[config.mk]
export PLATFORM = sky130hd
export DESIGN_NAME = fifo_wptr_full
export DESIGN_NICKNAME = d
export VERILOG_FILES = /design/src/rtl/fifo_wptr_full.sv
export SDC_FILE = /design/constraint.sdc
export NUM_CORES = 1
export LEC_CHECK = 0
export ABC_AREA = 1
export CORE_AREA = 2 2 61 49
export DETAILED_ROUTE_END_ITERATION = 7
export DIE_AREA = 0 0 63 51
export GPL_TIMING_DRIVEN = 0
export PLACE_DENSITY = 0.68
export SYNTH_ARGS = -nofsm -noshare
export SYNTH_HDL_FRONTEND = slang
export SYNTH_SLANG_ARGS = --single-unit
[constraint.sdc]
create_clock -name clk -period 3.25 [get_ports clk]
set_input_delay 0.65 -clock clk [delete_from_list [all_inputs] [get_ports clk]]
set_output_delay 0.65 -clock clk [all_outputs]
set_load 0.005 [all_outputs]
[src/rtl/fifo_wptr_full.sv]
// Write-side pointer and full/level logic for an asynchronous FIFO.
// Keeps a binary write pointer plus its Gray image for the read-domain synchronizer,
// and derives full, almost-full, a conservative fill level and a sticky overflow flag
// from the Gray read pointer already synchronized into this clock domain.
// addr_width must be at least 2 so the full comparison has both MSBs to invert.
module fifo_wptr_full #(
  parameter int unsigned addr_width = 4,
  parameter int unsigned af_margin  = 2
) (
  input  logic                  clk,
  input  logic                  resetn,
  input  logic                  winc,
  input  logic [addr_width:0]   wq2_rptr,
  input  logic                  ovf_clr,
  output logic                  w_accept,
  output logic [addr_width-1:0] waddr,
  output logic [addr_width:0]   wptr,
  output logic                  wfull,
  output logic                  walmost_full,
  output logic [addr_width:0]   wlevel,
  output logic                  woverflow
);

  localparam int unsigned Depth = 2 ** addr_width;
  localparam int unsigned Msb   = addr_width;
  // Level at or above which almost-full is flagged.
  localparam logic [addr_width:0] AfThresh = (addr_width + 1)'(Depth - af_margin);

  logic [addr_width:0] wbin_q, wbin_d;
  logic [addr_width:0] wptr_q, wgray_d;
  logic                wfull_q, wfull_d;
  logic                walmost_full_q, walmost_full_d;
  logic [addr_width:0] wlevel_q, level_d;
  logic                woverflow_q, woverflow_d;
  logic [addr_width:0] rbin_sync;
  logic [addr_width:0] rptr_full_pat;

  // A write is taken whenever the producer asks and the registered full flag allows it.
  assign w_accept = winc & ~wfull_q;

  // Gray-to-binary conversion of the synchronized read pointer: bit i is the XOR of
  // all Gray bits at or above i.
  always_comb begin
    rbin_sync = '0;
    for (int i = 0; i <= int'(addr_width); i++) begin
      rbin_sync[i] = ^(wq2_rptr >> i);
    end
  end

  // Read pointer as the write pointer would look exactly one lap ahead: top two Gray
  // bits inverted, the rest unchanged.
  assign rptr_full_pat = {~wq2_rptr[Msb:Msb-1], wq2_rptr[Msb-2:0]};

  // Next-state for pointers and flags; full and level look at the post-increment
  // pointer so full asserts on the very edge that accepts the last free slot.
  always_comb begin
    wbin_d         = wbin_q + (addr_width + 1)'(w_accept);
    wgray_d        = (wbin_d >> 1) ^ wbin_d;
    wfull_d        = (wgray_d == rptr_full_pat);
    // Modular subtraction stays correct across pointer wrap; stale read pointer only
    // ever makes the level look higher than it really is.
    level_d        = wbin_d - rbin_sync;
    walmost_full_d = (level_d >= AfThresh);
    // A new overflow wins over a simultaneous clear.
    woverflow_d    = (winc & wfull_q) | (woverflow_q & ~ovf_clr);
  end

  // State registers; asynchronous reset discards all pointer state immediately.
  always_ff @(posedge clk or negedge resetn) begin
    if (!resetn) begin
      wbin_q         <= '0;
      wptr_q         <= '0;
      wfull_q        <= 1'b0;
      walmost_full_q <= 1'b0;
      wlevel_q       <= '0;
      woverflow_q    <= 1'b0;
    end else begin
      wbin_q         <= wbin_d;
      wptr_q         <= wgray_d;
      wfull_q        <= wfull_d;
      walmost_full_q <= walmost_full_d;
      wlevel_q       <= level_d;
      woverflow_q    <= woverflow_d;
    end
  end

  assign waddr        = wbin_q[addr_width-1:0];
  assign wptr         = wptr_q;
  assign wfull        = wfull_q;
  assign walmost_full = walmost_full_q;
  assign wlevel       = wlevel_q;
  assign woverflow    = woverflow_q;

endmodule

Word-level counts from Yosys, hierarchy flattened
Index checks and enable logic that the tools add are counted.
{ "op_classes": {"n_addsub": 2, "magnitude_cmp": 1, "eq_ne": 1, "bitwise": 8, "n_reduce_logical": 5} }
{ "ops": {"columns": ["operator", "count"], "rows": [
  ["$reduce_xor 5->1", 5],
  ["$add 5x1->5", 1],
  ["$eq 5x5->1", 1],
  ["$ge 5x4->1 const B", 1],
  ["$sub 5x5->5", 1],
  ["$xor 4x5->5", 1],
  ["$and 1x1->1", 3],
  ["$not 1->1", 2],
  ["$not 2->2", 1],
  ["$or 1x1->1", 1]
]} }
{ "totals": {"reg_bits": 18, "in_bits": 9, "out_inout_bits": 18, "wordCells": 23} }

Logic depth before layout (Yosys ltp)
Gate-level depths: netlist (run 1).
{ "depth": {"depth_word": 5, "mapped_depth": 16, "mapped_depth_nobuf": 16} }

Worst setup path after synthesis (run 1)
No wires, ideal clock.
{ "synth_timing": {"path_kind": "input port to flip-flop", "start": "input port winc", "end": "register walmost_full_q, in the netlist walmost_full", "setup_ps": 118, "arrival_ps": 2283, "required_time_ps": 3132, "slack_ps": 849, "cell_stages": 12, "path_buffers": 0, "cell_sequence": "inv_1 > nor2_1 > ha_1 > ha_1 > inv_1 > fa_1 > o21ai_0 > nand2_1 > nand2_1 > nand2_1 > nand2_1 > nand2_1"} }
{ "synth_via": {"elab_chain_cells": 4} }
{ "synth_rtl": {"columns": ["element", "line_no", "source"], "rows": [
  ["from (decl)", "12", "input logic winc,"],
  ["$and 1x1->1", "39", "assign w_accept = winc & ~wfull_q;"],
  ["net w_accept", "15", "output logic w_accept,"],
  ["$add 5x1->5", "57", "wbin_d = wbin_q + (addr_width + 1)'(w_accept);"],
  ["net wbin_d[1]", "29", "logic [addr_width:0] wbin_q, wbin_d;"],
  ["$sub 5x5->5", "62", "level_d = wbin_d - rbin_sync;"],
  ["$ge 5x4->1", "63", "walmost_full_d = (level_d >= AfThresh);"],
  ["net walmost_full_d", "32", "logic walmost_full_q, walmost_full_d;"],
  ["to (signal assigned)", "81", "walmost_full_q <= walmost_full_d;"],
  ["to (decl)", "32", null]
]} }
The timed path passes the listed nets, and every way through them passes these cells.

Final worst setup path (run 1)
{ "layout_timing": {"start": "input port winc", "end": "register walmost_full_q, in the netlist walmost_full"} }
{ "layout_via": {"elab_chain_cells": 4} }
{ "layout_rtl": {"columns": ["element", "line_no"], "rows": [
  ["$and 1x1->1", "39"],
  ["$add 5x1->5", "57"],
  ["net wbin_d[2]", "29"],
  ["$sub 5x5->5", "62"],
  ["$ge 5x4->1", "63"],
  ["net walmost_full_d", "32"]
]} }
The timed path passes the listed nets, and every way through them passes these cells.

==> results.toml, run 1 <==
[outcome]
status = "completed"

[finish]
drive_gt1_frac = 0.07595
final_common_cell = "nand2_1"
final_cell_mix = "38 x nand2_1, 26 x clkdlybuf4s50_1, 24 x inv_1"
design_area_sq_um = 1329
diodes = 0
syn_to_final_growth_pct = 33.75
fill_cells = 259
fin_nets = 174

[die]
ioPinCount = 27
die_y_microns = 51
initial_utilization = 0.3678
die-width_microns = 63
core_sq_um = 2701
dieArea_sq_um = 3213
num_rows = 17

[yosys]
yosysTopAreaCell = "dfrtp_1"
ys_top_cells_by_area = "dfrtp_1 43%, nand2_1 14%, nand3_1 9.1%"
ys_warn_count = 0
synth_compound_area_frac = 0.01511
synth_nets = 143
ys.flop_type = "dfrtp_1"
synth_area_sq_um = 993.5
synth-adder-area-share = 0.08312
synth_xor_xnor_area_share = 0.05164
async_flop_share = 1.000
synth_cell_types = 16
synthSimpleGateAreaFrac = 0.3275
muxShareOfSynthArea = 0
yosysSeqAreaShare = 0.4282
synth_top_area_frac = 0.4282
netlist_instances = 128
syn_avg_cell_area_sq_um = 7.761
synth_top_family_by_area = "simple AND/OR/NAND/NOR gates"
synth-edff-count = 0
ys_seq_elements = 17

[route]
drt_pass1_iterations = 4
drcViolationCount = 0
drtIter0Drc = 23
detail-route-antenna-nets = 0
via_per_inst = 4.474
routed_wl_microns = 2090
vias = 877
wl_per_cell_microns = 10.66

[clock_tree]
cts_tree = "yes"
cts_setup_buffers = 0
root_buffer = "clkbuf_4"
clock_sinks = 17
path_clk_slew_ps = 100
hold_buffers = 0
cts_buffers = 3
cts_max_level = 1
post_cts_resized = 0
clkLatencyLatePin_ps = 290
clock_path_buffers = 2

[sta]
rsz0062_at_grt = "false"
finalCritPeriodShare = 0.8901
tns_ps = 0
max_freq_mhz = 345.7
finalHoldViolCount = 0
fin_skew_ps = 7.186
slew_viol_final = 0
tightest_slew_ps = 763.7
finalSetupViolations = 0
relSlewSlack = 0.4893
finalCriticalPeriod_ps = 2893

[pwr]
p_seq_frac = 0.286
switching_share = 0.4242
leakagePower_uw = 0.0006933
p_switching_uw = 559.4
pwr-share-comb = 0.629
power_density_nw_per_um2 = 992.5
pwr-share-clk = 0.085
ir_worst_vdd_mv = 0.2935
p_int_uw = 759.4

[worst_setup_path]
start_kind = "primary input"
path_max_fanout = 5
rr_worst_depth = 14
rr_startpoint = "wfull"
critPathSlowestCell = "clkdlybuf4s50_1"
cp_num_buf_inv = 4
rr_endpoint = "walmost_full"
crit_path_cell_trace = "clkdlybuf4s50_1 -> inv_1 -> nor2_1 -> ha_1 -> ha_1 -> nand2_1 -> nand2_2 -> inv_1 -> ha_1 -> inv_1 -> o21ai_0 -> nand2_1 -> nand2_1 -> nand2_1 -> nand2_1 -> nand2_1"
crit_family = "adder cells"
rrSetupSlack_ps = 810
worstPathArrival_ps = 3080
slowest_delay_ps = 480
crit_required_ps = 3430
path_common_cell = "nand2_1"
end_kind = "flip-flop"
critical_path_class = "in2reg"

[min_path]
hold_path.class = "reg2reg"
min_from = "wfull"
hold_depth = 2
whs_endpoint = "woverflow"

[grt]
grt_start_max_net_pins = 18
grt_pass1_wl_microns = 3588
track_usage = 0.1431
antenna_found_initial = 0
gr-total-overflow = 0
grt_pass1_vias = 872

[placed_design]
routabilityCongestion = 0.7913
port-buffer-count = 26
hpwl_microns = 1699
placed_area_sq_um = 1301

[job]
maxCapViolations = 0
[sequential cells by signal, summed over array words and instances, names as in the netlist]
signal / cells
walmost_full: 1
wbin_q: 5
wfull: 1
wlevel: 5
woverflow: 1
wptr: 4
[worst register-to-register path, delay by kind of cell (launching register included)]
kind,cells,cell delay [ps]
buffers and inverters,2,140
AO/OA/AOI/OAI,1,160
AND/OR/NAND/NOR,8,800
adder cells (fa/ha/maj),3,840
flip-flops,1,410
[cell type report]
type                       instances  area (sq um)  share of cell area
clock buffer                       3         22.52             0.01695
clock inverter                     1         5.005            0.003766
inverter                          25         93.84             0.07062
multi-input combinational         86         474.2              0.3569
sequential                        17         425.4              0.3202
tap                               38         47.55             0.03578
timing repair buffer              26         260.3              0.1959
[worst max path at each step]
stage	start	endpoint	slack, ps	cells after the start
3_3_place_gp	wq2_rptr[4]	walmost_full	160	15
5_1_grt	winc	walmost_full	90	16
2_1_floorplan	winc	walmost_full	850	12
6_report	winc	walmost_full	360	16
4_1_cts	winc	walmost_full	370	16
3_5_place_dp	winc	walmost_full	70	16
[Yosys cell counts, types with 2 or more instances]
| library cell | number |
|---|---|
| inv_1 | 24 |
| nand3_1 | 18 |
| nand3b_1 | 2 |
| nand4_1 | 3 |
| nand2_1 | 38 |
| ha_1 | 5 |
| o21ai_0 | 3 |
| nand2_2 | 6 |
| dfrtp_1 | 17 |
| xor2_1 | 3 |
| nor2_1 | 4 |
[cell families (layout without fill, tap and decap cells)]
group / after synthesis / after routing
and+or+nand+nor: 72 / 72
buffers and inverters: 25 / 55
DFF: 17 / 17
adders and majority gates: 6 / 6
xor gates and xnor gates: 5 / 5
AOI/OAI and AO/OA: 3 / 3
[power groups by stage]
| stage | Clock (uW) | Sequential [uW] | Combinational [uW] |
|---|---|---|---|
| 2_1_floorplan | 0 | 389 | 492 |
| 3_3_place_gp | 0 | 377 | 808 |
| 3_5_place_dp | 0 | 384 | 835 |
| 4_1_cts | 119 | 379 | 838 |
| 5_1_grt | 126 | 390 | 943 |
| 6_report | 112 | 377 | 830 |
[per-layer routing]
metal	vias up	track usage	wire (microns)
li1	456	-	-
met1	399	0.1688	952
met2	20	0.2553	1016
met3	2	0.02643	105
met4	0	0.06667	16
met5	-	0	0
[through the flow]
stage	total power, uW	utilization	setup WS, ps	cells	hold slack, ps
global route	1458	0.4919	85.31	196	567.2
global placement	1185	0.4817	158.6	192	494.8
detailed placement	1219	0.4817	65.55	192	513.0
finish	1319	0.4919	357.1	196	527.0
CTS	1337	0.4919	369.9	196	537.5
floorplan	880.6	-	849.2	128	354.4
Note: power is estimated with default switching activity, not from simulation.
==> run 2, diff against run 1 <==
--- a/config.mk
+++ b/config.mk
@@ -9,7 +9,6 @@
 export CORE_AREA = 2 2 61 49
 export DETAILED_ROUTE_END_ITERATION = 7
 export DIE_AREA = 0 0 63 51
-export GPL_TIMING_DRIVEN = 0
 export PLACE_DENSITY = 0.68
 export SYNTH_ARGS = -nofsm -noshare
 export SYNTH_HDL_FRONTEND = slang
==> constraint.sdc (replaced) <==
create_clock -name clk -period 2.9 [get_ports clk]
set_input_delay 0.58 -clock clk [delete_from_list [all_inputs] [get_ports clk]]
set_output_delay 0.58 -clock clk [all_outputs]
set_load 0.005 [all_outputs]
==> run 2 against run 1 <==
- count of clock-buffer cells in the layout is 1 higher
- global-route usage is 0.72 points higher
- sequential power is 12% higher
- power is 17% higher
- final area is 5.0% higher
==> results.toml, run 2 (synthesized netlist as in run 1, its figures left out) <==
[finish]
fin_cells = 205
final_cell_mix = "38 x nand2_1, 26 x clkdlybuf4s50_1, 24 x inv_1"
fin_nets = 183
syn_to_final_growth_pct = 40.43
drive_gt1_frac = 0.1198
regArea_sq_um = 425.4
multi_input_area_sq_um = 474.2
fin_util = 0.5164
diodes = 0
final_common_cell = "nand2_1"
fill_cells = 266

[worst_setup_path]
cp_num_buf_inv = 3
path_common_cell = "nand2_1"
rr_worst_depth = 12
path_max_fanout = 3
crit_required_ps = 3080
crit_path_cell_trace = "clkdlybuf4s50_1 -> inv_1 -> nand2_1 -> nand2_2 -> xor2_2 -> xor2_1 -> inv_1 -> ha_1 -> fa_1 -> o21ai_0 -> nand2_1 -> nand2_1 -> nand2_1 -> nand2_1 -> nand2_1"
rr_endpoint = "walmost_full"
start_kind = "primary input"
critPathSlowestCell = "clkdlybuf4s50_1"
worstPathArrival_ps = 2820
crit_family = "adder cells"
slowest_delay_ps = 500
cp-endpoint = "walmost_full"
critical_path_class = "in2reg"
cp.depth = 15
startpoint = "wq2_rptr[3]"
end_kind = "flip-flop"
rr_startpoint = "wfull"
rrSetupSlack_ps = 690

[sta]
max_freq_mhz = 377.7
relSlewSlack = 0.5011
finalSetupViolations = 0
finalHoldViolCount = 0
rsz0062_at_grt = "false"
fin_skew_ps = 2.033
slew_viol_final = 0
finalCritPeriodShare = 0.9131
finalCriticalPeriod_ps = 2648
tightest_slew_ps = 746.1

[die]
num_rows = 17
core_sq_um = 2701
die-width_microns = 63
initial_utilization = 0.3678
ioPinCount = 27
die_y_microns = 51
dieArea_sq_um = 3213

[clock_tree]
path_clk_slew_ps = 90
clkLatencyLatePin_ps = 280
root_buffer = "clkbuf_4"
clock_path_buffers = 2
cts_buffers = 3
hold_buffers = 0
clock_sinks = 17
cts_max_level = 1
post_cts_resized = 0
cts_setup_buffers = 0
cts_tree = "yes"

[placed_design]
port-buffer-count = 26
routabilityCongestion = 0.7550
hpwl_microns = 1793
numPlacedInstances = 201

[grt]
gr-total-overflow = 0
track_usage = 0.1503
grt_start_max_net_pins = 18
antenna_found_initial = 0
grt_pass1_wl_microns = 3705
grt_pass1_vias = 875

[pwr]
power_density_nw_per_um2 = 1109
ir_worst_vdd_mv = 0.3168
leakagePower_uw = 0.0007338

[route]
detail-route-antenna-nets = 0
routed_wl_microns = 2084
drtIter0Drc = 35
vias = 928
wl_per_cell_microns = 10.17
via_per_inst = 4.527
drcViolationCount = 0
drt_pass1_iterations = 4

[job]
maxCapViolations = 0

[outcome]
status = "completed"

[min_path]
hold_path.class = "reg2reg"
-- run 2: changes by cell type in the layout (fill, tap and decap cells not counted), sizes merged --
cell    change
buf         +9
clkinv      -1
clkbuf      +1
-- run 2: worst min-delay path by stage --
stage               startpoint      endpoint  slack (ps)  cells past startpoint
finish                   wfull     woverflow         520                      2
global route         woverflow     woverflow         580                      2
CTS                      wfull     woverflow         530                      2
detailed placement       wfull     woverflow         510                      2
global placement         wfull     woverflow         490                      2
floorplan               resetn  walmost_full         280                      0
-- run 2: report_power, final --
group | switching (uW) | internal, uW
sequential | 65.8 | 358
clock | 64.9 | 53.3
combinational | 503 | 502
-- run 2: per-stage QoR --
| stage | total power, uW | setup WS (ps) | hold slack, ps | setup TNS [ps] | area, sq um |
|---|---|---|---|---|---|
| after floorplan | 986.9 | 569.2 | 284.4 | 0 | 993.5 |
| after global placement | 1407 | -23.73 | 493.2 | -35.21 | 1369 |
| after detailed placement | 1445 | -49.12 | 508.7 | -81.85 | 1369 |
| after CTS | 1572 | 245.6 | 530.2 | 0 | 1395 |
| after global routing | 1727 | 39.01 | 580.4 | 0 | 1395 |
| final | 1547 | 252.1 | 522.1 | 0 | 1395 |
-- run 2: metal layers --
layer	track usage	part of all wire	vias to the layer above
met3	0.03084	0.038	2
met4	0.05556	0.0077	0
met5	0	0	-
met2	0.2695	0.51	24
met1	0.1797	0.45	425
li1	-	-	477
-- run 2: layout make-up --
class | count | area share
Multi-Input combinational cell | 86 | 0.3399
Inverter | 25 | 0.06726
Clock buffer | 4 | 0.01883
Timing Repair Buffer | 35 | 0.2350
Sequential cell | 17 | 0.3049
Tap cell | 38 | 0.03408
-- run 2: worst reg2reg max path, stage by stage, from the launching register on --
cell	delay [ps]
dfrtp_1	400
nor2_1	180
ha_1	250
ha_1	210
nand2_1	100
nand2_2	100
inv_1	50
ha_1	330
xnor2_1	240
inv_1	60
nor2_1	80
nand3_1	80
nand2_1	70
==> run 3, diff against run 2 <==
--- a/config.mk
+++ b/config.mk
@@ -6,10 +6,13 @@
 export NUM_CORES = 1
 export LEC_CHECK = 0
 export ABC_AREA = 1
-export CORE_AREA = 2 2 61 49
+export ABC_CLOCK_PERIOD_IN_PS = 2900
+export CELL_PAD_IN_SITES_DETAIL_PLACEMENT = 1
+export CELL_PAD_IN_SITES_GLOBAL_PLACEMENT = 1
+export CORE_AREA = 2 2 67 53
 export DETAILED_ROUTE_END_ITERATION = 7
-export DIE_AREA = 0 0 63 51
-export PLACE_DENSITY = 0.68
+export DIE_AREA = 0 0 69 55
+export PLACE_DENSITY = 0.76
 export SYNTH_ARGS = -nofsm -noshare
 export SYNTH_HDL_FRONTEND = slang
 export SYNTH_SLANG_ARGS = --single-unit
==> run 3 against run 2 <==
- count of clock-buffer cells in the layout down 1
- worst setup slack worse by 46 ps
- via count up 3.7%
- critical path depth unchanged
- worst hold slack better by 8.7 ps
- non-clock buffer count up 2
- sequential share of layout area down 1.2 points
- wire length up 27%
- utilization down 5.5 points
- critical endpoint unchanged
- global-route usage up 1.3 points
- sequential power about the same
- highest routed layer unchanged
==> results.toml, run 3 (synthesized netlist as in run 1, its figures left out) <==
[worst_setup_path]
start_kind = "primary input"
end_kind = "flip-flop"
critical_path_class = "in2reg"
path_max_fanout = 3
crit_required_ps = 3050
worstPathArrival_ps = 2840
rrSetupSlack_ps = 700

[route]
vias = 962
wl_per_cell_microns = 12.69
routed_wl_microns = 2653
drt_pass1_iterations = 2
top_layer = "met4"
met3_length_microns = 157
via_per_inst = 4.603
wl_met1_microns = 1154
detail-route-antenna-nets = 0
drtIter0Drc = 51
wl_met2_microns = 1303
drcViolationCount = 0

[sta]
slew_viol_final = 0
tightest_slew_ps = 810.0
max_freq_mhz = 371.2
fin_skew_ps = 5.259
finalSetupViolations = 0
finalCritPeriodShare = 0.9290
finalHoldViolCount = 0
finalCriticalPeriod_ps = 2694
rsz0062_at_grt = "false"
relSlewSlack = 0.4583

[clock_tree]
clock_path_buffers = 2
cts_setup_buffers = 0
root_buffer = "clkbuf_8"
path_clk_slew_ps = 70
cts_buffers = 3
cts_tree = "yes"
cts_max_level = 1
clock_sinks = 17
clkLatencyLatePin_ps = 260

[placed_design]
hpwl_microns = 2167
routabilityCongestion = 0.7772
port-buffer-count = 26
placed_area_sq_um = 1386

[finish]
diodes = 0
drive_gt1_frac = 0.1479
syn_to_final_growth_pct = 46.35
final_common_cell = "nand2_1"
final_cell_mix = "38 x nand2_1, 26 x clkdlybuf4s50_1, 24 x inv_1"
fill_cells = 388
fin_nets = 185
fin_util = 0.4611
design_area_sq_um = 1454

[job]
maxCapViolations = 0

[grt]
gr-total-overflow = 0
grt_start_max_net_pins = 18
track_usage = 0.1634
antenna_found_initial = 0
grt_pass1_wl_microns = 4698
grt_pass1_vias = 984

[die]
dieArea_sq_um = 3795
core_sq_um = 3153
die_y_microns = 55
num_rows = 18
initial_utilization = 0.3151
die-width_microns = 69
ioPinCount = 27

[pwr]
p_total_uw = 1695
power_density_nw_per_um2 = 1166
ir_worst_vdd_mv = 0.4582
leakagePower_uw = 0.0007605

[outcome]
status = "completed"

[min_path]
hold_path.class = "reg2reg"
[run 3: changes by cell type in the layout (fill, tap and decap cells not counted)]
cell      change
buf_4         +2
clkbuf_1      -1
clkbuf_4      -3
clkbuf_8      +3
clkinv_2      +1
fa_1          -1
fa_2          +1
o21ai_0       -1
o21ai_1       +1
xnor2_1       -1
xnor2_2       +1
xor2_2        -1
xor2_4        +1
[run 3: stage by stage]
step                      hold WS, ps  setup WS (ps)  std cells  TNS, ps
after global placement          507.3         -57.28        205   -103.7
after CTS                       541.4          82.63        209        0
final                           530.8          205.9        209        0
after detailed placement        522.6         -175.1        205   -339.0
after floorplan                 284.4          569.2        128        0
after global routing            567.6          57.25        209        0
[run 3: routing by layer]
layer  up-vias  GRT usage
met5         -          0
met4         0    0.05882
met3         5    0.05435
met2        22     0.3029
met1       456     0.1822
li1        479          -
[run 3: report_power, final]
part           total [uW]  internal (uW)  switching [uW]
clock                 181           95.6            85.9
combinational        1090            543             547
sequential            424            359            65.7
[run 3: worst max-delay path: stages]
cell and delay [ps]:
clkdlybuf4s50_1 520, inv_1 90, nand2_1 80, nand2_2 90
xor2_4 190, xor2_1 170, inv_1 60, ha_1 220
fa_2 380, o21ai_1 150, nand2_1 80, nand2_1 60
nand2_1 50, nand2_1 70, nand2_1 50
[run 3: layout make-up]
type,count,area [sq um],share of cell area
repair buffers,37,342.8,0.2358
flip-flops and latches,17,425.4,0.2926
clock buffers,3,41.29,0.02840
well taps,40,50.05,0.03442
inverters,25,93.84,0.06454
multi-input cells,86,495.5,0.3408
clock inverters,1,5.005,0.003442
[run 3: final timing paths]
check / from / end / depth (start not counted)
setup / recovery: wq2_rptr[3] / walmost_full / 15
hold / removal: wfull / woverflow / 2
setup reg to reg: wfull / walmost_full / 14
hold reg to reg: wfull / woverflow / 2
max in group asynchronous: resetn / wlevel[4] / 1
min in group asynchronous: resetn / woverflow / 1
[run 3: timing repair]
action	4_1_cts	5_1_grt
hold endpoints to repair	0	0
setup endpoints to repair	0	2
hold buffers	0	0
resized for setup	0	4
==> edit 1: new RTL, settings of run 2 <==
The parameter `addr_width` goes from 4 to 3.
--- a/src/rtl/fifo_wptr_full.sv
+++ b/src/rtl/fifo_wptr_full.sv
@@ -6,3 +6,3 @@
 module fifo_wptr_full #(
-  parameter int unsigned addr_width = 4,
+  parameter int unsigned addr_width = 3,
   parameter int unsigned af_margin  = 2
Interface: changed (resized waddr, wlevel, wptr and wq2_rptr); port bits go from 27 to 23. The function was not compared with the original's and may differ.
==> edit 1 against run 2 <==
Sequential cell count is 3 lower. Power is 23% lower. Maximum frequency is 7.0% higher. Worst setup slack better by 0.17 ns. Design area is 25% lower. Sequential power is 19% lower. Critical path depth is 2 lower. Routed wire length is 35% lower. Register-to-register slack better by 0.14 ns. Area after synthesis is 26% lower.
==> edit 1: results (changes against run 2) <==
| Metric | Value |
|---|---|
| Syn Area/Cell | `8.80 um^2 (+13%)` |
| Non-clk bufs | `22 (-37%)` |
| Non-Clock Inverter Count | `17 (-32%)` |
| R2R depth | `11 (-1)` |
| Leak | `0.533 nW (-27%)` |
| Syn Nets | `98 (-31%)` |
| Fraction of area in multi-input gates | `0.312 (-0.0282)` |
| Layout cells sized above 1 | `0.0636 (-0.0561)` |
| Grt met2 use | `0.154 (-0.115)` |
| Met1 WL | `578 um (-38%)` |
| Clk sink count | `14 (-3)` |
| Worst setup margin | `0.425 ns (+0.173 ns)` |
| Dpl ws | `0.142 ns (+0.191 ns)` |
| Met2 routed WL | `640 um (-39%)` |
| I/O Buffers | `22 (-15%)` |
| Met3 usage | `0.0330 (+0.00220)` |
| Crit. Startpoint | `winc` |
| Final-stage net count | `125 (-32%)` |
| RePlAce Congestion | `0.827 (+9.5%)` |
| Measured slew at the worst slew-check pin | `0.572 ns (-0.174 ns)` |
| Critical path arrival | `2.64 ns (-0.18 ns)` |
| Total vias in the final route | `631 (-32%)` |
| Sequential fraction of the synthesis area | `0.474 (+0.0456)` |
| Worst-path maximum fanout | `4 (+1)` |
| Dpl cells | `144 (-28%)` |
| Cell area after layout | `0.00104 mm^2 (-25%)` |
| Met3 Routed Length | `112 um (+42%)` |
| HPWL after DPL | `1170 um (-35%)` |
| Vias in the first global route | `521 (-40%)` |
| First-pass GRT wire length | `2160 um (-42%)` |
| Status | `completed` |
| Seq/total area | `0.336 (+0.0308)` |
| Clk_skew | `0.00189 ns (-0.000140 ns)` |
| Top cells by area, synth | `dfrtp_1 47%, nand2_1 12%, inv_1 8.6%` |
| Reg2reg setup slack | `0.83 ns (+0.14 ns)` |
[edit 1: cell types whose count changed in the layout (fill, tap and decap cells not counted), moves of 3 or more]
cell                    run 2  this run
nand2_1                    38        23
buf_4                       9         0
inv_1                      24        17
nand3_1                    18        12
nand2_2                     6         1
clkdlybuf4s50_1            26        22
dfrtp_1                    17        14
[edit 1: worst min-delay path by stage]
stage,cells after the start,start,to
after global placement,2,wfull,woverflow
after floorplan,0,resetn,walmost_full
after global routing,2,wfull,woverflow
after CTS,2,wfull,woverflow
after detailed placement,2,wfull,woverflow
final,2,wfull,woverflow
[edit 1: logic make-up after synthesis]
logic type,after synthesis,synth area share
simple gates,39,0.225
buf+inv,17,0.0863
flops,14,0.474
fa+ha+maj,6,0.112
xor+xnor,5,0.0795
compound gates,3,0.0237
[edit 1: where the power goes]
part / leakage [nW] / internal [mW] / switching, mW
registers: 0.169 / 0.298 / 0.0433
clock network: 0.0210 / 0.0764 / 0.0584
logic: 0.343 / 0.347 / 0.363
==> edit 2: new RTL, config.mk and constraints of run 2 <==
Without the edit above. Reset style: synchronous (`resetn`), changed in one clocked block. Comments in the files are not updated.
--- a/src/rtl/fifo_wptr_full.sv
+++ b/src/rtl/fifo_wptr_full.sv
@@ -68,3 +68,3 @@
   // State registers; asynchronous reset discards all pointer state immediately.
-  always_ff @(posedge clk or negedge resetn) begin
+  always_ff @(posedge clk) begin
     if (!resetn) begin
Check against the original RTL: differs if resetn is asserted again (counterexample within 4 cycles, from zero or initial values and one cycle with resetn low); with resetn held inactive, the same outputs for 10 cycles.
==> edit 2 against run 2 <==
Non-clock buffer count shrank 5. Design area shrank 1.3%. Sequential cell count is the same. Area after synthesis grew 3.4%. Via count grew 1.1%. Routed wire length grew 0.24%. Die area is the same. Cell count grew 2.4%. Worst setup slack gained 0.058 ns. Critical path type unchanged. Critical endpoint is now walmost_full. Largest cell class unchanged.
Power is not compared: it rests on default switching activity, and its combinational part moved more than twofold at a synthesized area within 25%.
==> edit 2: results (changes against run 2) <==
| Metric | Value |
|---|---|
| H-tree depth | `1 (unchanged)` |
| Post-synth top cells | `43 x nand2_1, 17 x dfxtp_1, 16 x inv_1` |
| Slowest cell on the critical path | `clkdlybuf4s50_1` |
| Syn Nets | `155 (+8.4%)` |
| Clk_skew | `0.0110 ns (+0.00898 ns)` |
| Fin crit share | `0.893 (-0.0200)` |
| Post-CTS setup buffer count | `0 (unchanged)` |
| # DRC | `0 (unchanged)` |
| Worst-Skew Late Latency | `0.29 ns` |
| Total vias in the final route | `938 (+1.1%)` |
| I/O Buffers | `26 (unchanged)` |
| Compound-Gate Fraction of Synth Area | `0.0390 (+0.0239)` |
| Status | `completed` |
| RePlAce Congestion | `0.911 (+21%)` |
| CTS Buffer Depth | `2 (unchanged)` |
| # diodes | `0 (unchanged)` |
| Max IR drop VDD | `0.181 mV` |
| Ys Warns | `0 (unchanged)` |
| Post-synth top flop | `dfxtp_1` |
| Dpl ws | `0.0190 ns (+0.0681 ns)` |
| Clock-pin transition on the worst setup and hold timing paths | `0.09 ns (about the same)` |
| Clock root cell | `clkbuf_4` |
| Post-synthesis xor/xnor area fraction | `0.0682 (+0.0166)` |
| Sequential fraction of the synthesis area | `0.331 (-0.0969)` |
| Hold Crit Start | `woverflow` |
| TritonCTS Buffers | `3 (unchanged)` |
| Multiplexer share of the synthesized area | `0 (unchanged)` |
| Leak | `0.702 nW` |
| Critical path's top delay family | `buffers and inverters` |
| Layout cells sized above 1 | `0.169 (+0.0488)` |
| Final-stage net count | `188 (+2.7%)` |
| Crit. Startpoint | `wq2_rptr[3]` |
| Largest net degree at the start of global routing | `14 (-4)` |
| Post-synth ARST share | `0 (-1.00)` |
| FF-to-FF Start | `wfull` |
| Resize count post-CTS | `0 (unchanged)` |
| Wire per inst | `9.95 um (-2.1%)` |
| GR Util All Layers | `0.137 (-0.0132)` |
| Distinct cells, synth | `25 (+9)` |
| Top cells by area, synth | `dfxtp_1 33%, nand2_1 16%, ha_1 6.1%` |
| DP Area | `0.00135 mm^2 (-1.4%)` |
| Adder-cell area share of the yosys netlist | `0.0804 (-0.00273)` |
| Vias in the first global route | `831 (-5.0%)` |
| First-pass GRT wire length | `3460 um (-6.7%)` |
| Measured slew at the worst slew-check pin | `0.434 ns (-0.312 ns)` |
| TritonRoute pass-1 iters | `4 (unchanged)` |
| 1st-iter DRT viols | `23 (-34%)` |
| Max incr delay on CP | `0.53 ns (+0.03 ns)` |
| HPWL after DPL | `1780 um (-0.98%)` |
==> edit 2: cell count changes after synthesis, moves of 3 or more <==
cell     before  now
nand2_1      38   43
nor2_1        4   11
nand3_1      18   10
dfrtp_1      17    0
o21ai_0       3    0
inv_1        24   16
dfxtp_1       0   17
a21oi_1       0    5
inv_2         1    5
==> edit 2: kinds of logic (layout without fill, tap and decap cells) <==
kind of cell    after synthesis  count (layout)
buf+inv                      23              55
simple gates                 82              82
compound gates                7               7
flops                        17              17
fa+ha+maj                     6               6
xor+xnor                      5               5
==> edit 2: worst register-to-register path, delay by kind of cell (launching register included) <==
family                   cells  cell delay (ns)
adder cells (fa/ha/maj)      3             1.06
AND/OR/NAND/NOR              5             0.37
flip-flops                   1             0.36
AO/OA/AOI/OAI                1             0.06
buffers and inverters        2             0.17
==> edit 2: final timing paths <==
kind | to | slack, ns | cells past startpoint
worst min-delay path | woverflow | 0.47 | 2
worst min register to register | woverflow | 0.47 | 2
worst max-delay path | walmost_full | 0.31 | 15
worst max register to register | walmost_full | 0.77 | 11
==> edit 2: metal layers <==
| metal | vias to the layer above | track usage | share of wire |
|---|---|---|---|
| met3 | 2 | 0.0242 | 0.038 |
| met4 | 0 | 0.0333 | 0.0077 |
| met2 | 19 | 0.232 | 0.46 |
| met5 | - | 0 | 0 |
| met1 | 420 | 0.183 | 0.49 |
| li1 | 497 | - | - |
==> edit 2: area by class of cell <==
class | instances | area, um^2
repair buffers | 30 | 290
flip-flops and latches | 17 | 340
well taps | 38 | 47.5
inverters | 21 | 78.8
clock buffers | 4 | 26.3
multi-input cells | 100 | 593
fillers | 281 | 1330
==> edit 2: per-stage QoR <==
stage,power [mW],cells
6_report,0.611,210
3_3_place_gp,0.487,206
3_5_place_dp,0.494,206
2_1_floorplan,0.398,140
4_1_cts,0.618,210
5_1_grt,0.654,210
==> edit 2: report_power, final <==
part           internal (mW)  total, mW  switching, mW
Clock                 0.0535      0.125         0.0714
Sequential             0.259      0.268        0.00946
Combinational          0.114      0.218          0.104
Total                  0.426      0.611          0.185
